### src/rtl/scan_chain_controller.sv
// Scan chain sequencer: accepts a command, optionally pulses a parallel capture,
// shifts up to MAX_LEN bits through the chain and returns the collected bits.
module scan_chain_controller #(
  parameter int MAX_LEN = 64,
  parameter int LEN_W   = 7
) (
  input  logic               clk,
  input  logic               rst,
  input  logic               cmd_valid,
  output logic               cmd_ready,
  input  logic               cmd_capture,
  input  logic [LEN_W-1:0]   cmd_len,
  input  logic [MAX_LEN-1:0] cmd_din,
  output logic               rsp_valid,
  input  logic               rsp_ready,
  output logic [MAX_LEN-1:0] rsp_dout,
  output logic               scan_enable,
  output logic               scan_in,
  input  logic               scan_out,
  output logic               capture_enable,
  output logic               func_hold,
  output logic               busy
);

  localparam logic [1:0] IDLE    = 2'd0;
  localparam logic [1:0] CAPTURE = 2'd1;
  localparam logic [1:0] SHIFT   = 2'd2;
  localparam logic [1:0] RESP    = 2'd3;

  localparam logic [LEN_W-1:0] MAX_LEN_C = LEN_W'(MAX_LEN);
  localparam logic [LEN_W-1:0] ONE_C     = {{(LEN_W-1){1'b0}}, 1'b1};
  localparam logic [LEN_W-1:0] ZERO_C    = {LEN_W{1'b0}};

  logic [1:0]         state_r;
  logic [1:0]         state_s;
  logic [MAX_LEN-1:0] din_r;
  logic [MAX_LEN-1:0] dout_r;
  logic [LEN_W-1:0]   cnt_r;
  logic [LEN_W-1:0]   len_r;
  logic [LEN_W-1:0]   len_clamp_s;
  logic [MAX_LEN-1:0] din_shift_s;
  logic [MAX_LEN-1:0] out_bit_s;
  logic               accept_s;

  assign len_clamp_s = (cmd_len > MAX_LEN_C) ? MAX_LEN_C : cmd_len;
  assign accept_s    = (state_r == IDLE) && cmd_valid;
  assign din_shift_s = din_r >> cnt_r;
  assign out_bit_s   = {{(MAX_LEN-1){1'b0}}, scan_out};

  // Next-state selection for the capture/shift/response sequence.
  always_comb begin
    state_s = state_r;
    case (state_r)
      IDLE: begin
        if (cmd_valid) begin
          if (cmd_capture) begin
            state_s = CAPTURE;
          end else if (len_clamp_s != ZERO_C) begin
            state_s = SHIFT;
          end else begin
            state_s = RESP;
          end
        end else begin
          state_s = IDLE;
        end
      end
      CAPTURE: begin
        if (len_r != ZERO_C) begin
          state_s = SHIFT;
        end else begin
          state_s = RESP;
        end
      end
      SHIFT: begin
        if (cnt_r == (len_r - ONE_C)) begin
          state_s = RESP;
        end else begin
          state_s = SHIFT;
        end
      end
      RESP: begin
        if (rsp_ready) begin
          state_s = IDLE;
        end else begin
          state_s = RESP;
        end
      end
      default: begin
        state_s = IDLE;
      end
    endcase
  end

  // State, command latch and response accumulation; each shift stores the
  // chain tail value seen before that shift edge into bit cnt_r.
  always_ff @(posedge clk) begin
    if (rst) begin
      state_r <= IDLE;
      din_r   <= {MAX_LEN{1'b0}};
      dout_r  <= {MAX_LEN{1'b0}};
      cnt_r   <= ZERO_C;
      len_r   <= ZERO_C;
    end else begin
      state_r <= state_s;
      if (accept_s) begin
        din_r  <= cmd_din;
        dout_r <= {MAX_LEN{1'b0}};
        cnt_r  <= ZERO_C;
        len_r  <= len_clamp_s;
      end else if (state_r == SHIFT) begin
        dout_r <= dout_r | (out_bit_s << cnt_r);
        cnt_r  <= cnt_r + ONE_C;
      end else begin
        cnt_r  <= cnt_r;
      end
    end
  end

  // Chain controls decode straight from state so the chain acts in the same cycle.
  assign cmd_ready      = (state_r == IDLE);
  assign busy           = (state_r != IDLE);
  assign func_hold      = busy;
  assign capture_enable = (state_r == CAPTURE);
  assign scan_enable    = (state_r == SHIFT);
  assign scan_in        = scan_enable ? din_shift_s[0] : 1'b0;
  assign rsp_valid      = (state_r == RESP);
  assign rsp_dout       = rsp_valid ? dout_r : {MAX_LEN{1'b0}};

endmodule

### config.mk
export PLATFORM = sky130hd
export DESIGN_NAME = scan_chain_controller
export DESIGN_NICKNAME = d
export VERILOG_FILES = /design/src/rtl/scan_chain_controller.sv
export SDC_FILE = /design/constraint.sdc
export NUM_CORES = 1
export LEC_CHECK = 0
export ABC_CLOCK_PERIOD_IN_PS = 2910
export CORE_AREA = 5 5 127 129
export CTS_BUF_LIST = sky130_fd_sc_hd__clkbuf_4 sky130_fd_sc_hd__clkbuf_8
export DETAILED_ROUTE_END_ITERATION = 8
export DIE_AREA = 0 0 132 134
export GPL_ROUTABILITY_DRIVEN = 0
export PLACE_DENSITY = 0.75
export RECOVER_POWER = 50
export SETUP_SLACK_MARGIN = 0.05
export SLEW_MARGIN = 0
export SYNTH_ARGS = -nofsm -noshare
export SYNTH_HDL_FRONTEND = slang
export SYNTH_SLANG_ARGS = --single-unit
### constraint.sdc
create_clock -name clk -period 2.91 [get_ports clk]
set_input_delay 0.582 -clock clk [delete_from_list [all_inputs] [get_ports clk]]
set_output_delay 0.582 -clock clk [all_outputs]
set_load 0.005 [all_outputs]
### Word level (Yosys, flattened, before mapping)

Cells that the tools add are included.

* $add $sub $neg: 2
* order comparisons: 1
* eq/ne operators: 4
* shifts and indexed selects: 2
* muxes and demuxes: 10
* bitwise gates (word level): 1
* reductions and logical operators: 6

Operator list (number)
* 2-to-1 mux 64 bit: 1
* bitwise OR 64 bit: 1
* << shifter 1 x 7 -> 64 bit: 1
* >> shifter 64 x 7 -> 1 bit: 1
* nonzero test 7 bit: 2
* one-hot mux 2 bit (4 select lines): 1
* adder 7 x 1 -> 7 bit (second input constant): 1
* == test 7 bit: 1
* greater-than comparator 7 bit (second input constant): 1
* 2-to-1 mux 7 bit: 1
* subtractor 7 x 1 -> 7 bit (second input constant): 1
* 2-to-1 mux 2 bit: 3
* == test 2 bit (second input constant): 2
* 2-to-1 mux 1 bit: 4
* == test 2 x 1 -> 1 bit (second input constant): 1
* zero test 2 bit: 1
* nonzero test 2 bit: 1
* OR reduction 2 bit: 1
* logical AND 1 bit: 1

* bits in registers: 144
* output and inout bits: 71
* logic and storage cells: 31

### Depth between registers and ports, before layout

* depth after elaboration: 7
* depth in mapped cells: 7

### Worst setup path after synthesis

Ideal clock, no wire load.

* path type: reg-to-output
* from: register cnt_r[0]
* to: output scan_in
* arrival: 1532 ps
* data required time: 2328 ps
* slack: 796 ps
* cell stages (with the launch flop): 8
* buffers on the path: 2
* path through: dfxtp_1 buf_6 buf_12 mux4_1 mux2i_1 mux2i_1 a21oi_1 o22ai_1

* longest elaborated chain between the ends: 2

Ends and longest elaborated chain
* start, declared: RTL line 38 `logic [LEN_W-1:0] cnt_r;`
* start signal, assigned: RTL line 112 `cnt_r <= cnt_r + ONE_C;`
* start signal, assigned: RTL line 114 `cnt_r <= cnt_r;`
* >> shifter 64 x 7 -> 1 bit: RTL line 47 `assign din_shift_s = din_r >> cnt_r;`
* 2-to-1 mux 1 bit: RTL line 125 `assign scan_in = scan_enable ? din_shift_s[0] : 1'b0;`
* end, declared: RTL line 18 `output logic scan_in,`

Every way passes these cells.

### Final worst setup path

Same ends and word-level chain as after synthesis.

==> summary.txt <==
Status: complete, no violations
Power Dens Cells: 518 nW/um^2
Post-Syn Area per Cell: 8.51 um^2
Slew margin rel.: 0.169
Final Setup Violations: 0
Yosys warns: 0
Worst min-delay path category: reg -> reg
Design area: 8130 um^2
Cell depth of the worst flop-to-flop path: 6
Number of synthesized flops with an enable pin: 0
Clock transition at the registers of the reported paths: 0.08 ns
Worst-Margin Slew: 1.25 ns
Final design utilization: 0.545
Worst Hold End: din_r[60]
Initial DRC Count: 391
All-Layer GR Usage: 0.177
Placed cell count: 1015
Routed vias: 5400
First-pass GRT wire length: 25800 um
Top area cells in the synthesized netlist: dfxtp_1 (47%), a21oi_1 (11%), nand2_1 (8.5%)
Initial antenna violation count: 0
Cell row count: 45
Area grow syn2layout: 33.0%
Crit Path Max Fanout: 6
Vias in the first global route: 5160
# hold bufs at CTS: 0
Clock root buffer master: clkbuf_8
Largest net degree at the start of global routing: 70
Post-synth ARST share: 0
Via density: 5.16
Routed wire length: 16000 um
Tmin final: 2.76 ns
Yosys reg bits: 144
Antenna Violating Nets Remaining: 0
Die width: 132 um
Dpl ws: 0.175 ns
# IOs: 148
Post-synth design cell area: 6120 um^2
RSZ-0062 raised after global routing: true
Die ar.: 17700 um^2
Final Hold Viols: 0
Yosys top cell area share: 0.471
Tot Pwr: 4.21 mW
Core area: 14900 um^2
Total clock buffers created by CTS: 17
Nature of the critical path startpoint: flip-flop
Yosys cell types: 46
Setup_tns: 0 ns
Synth area leader: dfxtp_1
H-Tree Depth: 4
Ant. Diodes: 0
Most common cell in the netlist: dfxtp_1
Syn Inst Count: 719
Min-delay src: din_r[60]
# DRC: 0
CP Data Arrival Time: 2.17 ns
Congestion Overflow GR: 0
Slew Viols, Final: 0
Post-synth net total: 798
Maximum capacitance violations: 0
Hpwl dp: 11200 um
Initial Util: 0.410
Achievable Freq: 363 MHz
R2R Path End: din_r[13]
Worst skew pair latency: 0.43 ns
Port bufs: 147
Peak supply drop: 0.296 mV
Share of cells above drive strength 1: 0.0944
Top_reg_cell synth: dfxtp_1
Final instance count without filler cells: 1046
Fill count: 1380
Min setup slack post-route: 0.153 ns
Post-synthesis sequential area ratio: 0.471
Routed wire per std cell: 15.3 um
Post-synth top cells: dfxtp_1 (144), nand2_1 (138), a21oi_1 (132), nor2_1 (80), and3_1 (64)
CTS tree: yes
P_leak: 3.15 nW
Hold path depth: 2
Layout Nets: 926
Die H: 134 um
Crit Reg-Reg Startpoint: state_r[0]
Clk buf depth: 2
Hold Worst Slack: 0.458 ns
Crit Path Category: reg -> out
TritonRoute pass-1 iters: 5
Placed Area: 7720 um^2
Setup skew after layout: 0.0113 ns
CP Capture Type: primary output
Worst R2R Setup Slack: 0.43 ns
Final worst-path cycle share: 0.947
Req. time, crit path: 2.33 ns
Clk sinks: 144
-- power breakdown --
part | switching, mW | internal (mW) | leakage (nW)
Combinational | 0.264 | 0.244 | 1.78
Sequential | 0.0456 | 2.04 | 1.17
Clock | 0.760 | 0.858 | 0.204
Total | 1.07 | 3.14 | 3.15
-- worst max-delay path by stage --
stage	startpoint	endpoint	slack, ns
after CTS	cnt_r[0]	scan_in	0.06
after global routing	cnt_r[0]	scan_in	0.02
final	cnt_r[0]	scan_in	0.15
after floorplan	cnt_r[0]	scan_in	0.80
after detailed placement	cnt_r[0]	scan_in	0.17
after global placement	cnt_r[0]	scan_in	0.20
-- final cells by class --
type	instances	area, um^2	area share
Clock inverter	12	163	0.0200
Inverter	5	18.8	0.00231
Sequential cell	144	2890	0.355
Clock buffer	18	241	0.0297
Timing Repair Buffer	165	1640	0.202
Tap cell	188	235	0.0289
Multi-Input combinational cell	514	2940	0.362
-- layout by cell type (no fill, tap or decap), types with 3 or more instances in the layout --
cell             synthesis  routed
a22o_1                   4       4
nand4_1                  5       5
nand2_1                138     137
xnor2_1                  9       9
nand2b_1                 3       3
clkbuf_8                 0      17
clkinv_4                 0       4
a21oi_1                132     132
a211oi_1                 3       3
nand3b_1                 3       3
nor2_1                  80      80
inv_1                    4       4
nor3_1                   4       4
buf_4                    2      13
nor2_2                   3       3
clkdlybuf4s50_1          0     145
mux4_2                  10      14
dfxtp_1                144     142
nor2_4                   5       5
nor2b_1                  3       3
xor2_1                   6       6
bufinv_16                0       3
mux2i_1                 12      12
and3_1                  64      64
-- registers in the layout, summed over array words and instances (netlist names) --
name	cells
state_r	2
din_r	64
len_r	7
dout_r	64
cnt_r	7
-- routing by layer --
metal | share of wire | wire [um] | global-route usage | vias up
li1 | - | - | - | 2707
met1 | 0.44 | 7020 | 0.236 | 2463
met2 | 0.47 | 7470 | 0.286 | 213
met3 | 0.081 | 1300 | 0.0476 | 17
met4 | 0.013 | 201 | 0.0446 | 0
met5 | 0 | 0 | 0 | -
-- worst max-delay path, stage by stage (launching register included) --
cell,delay [ns]
dfxtp_4,0.39
buf_12,0.13
mux4_2,0.49
mux2i_1,0.16
mux2i_1,0.09
mux2i_1,0.21
o22ai_1,0.12
buf_2,0.15
-- timing repair --
item	CTS	global route
endpoints found under the setup margin	1	3
cloned	1	0
buffers inserted	0	0
pin swaps	1	2
resized for setup	8	5
-- cell families after synthesis --
kind of cell    synth area share
flops                      0.471
compound gates             0.130
simple gates               0.245
fa+ha+maj                0.00409
buf+inv                   0.0456
mux                       0.0822
xor+xnor                  0.0215
(Power assumes the default switching activity.)
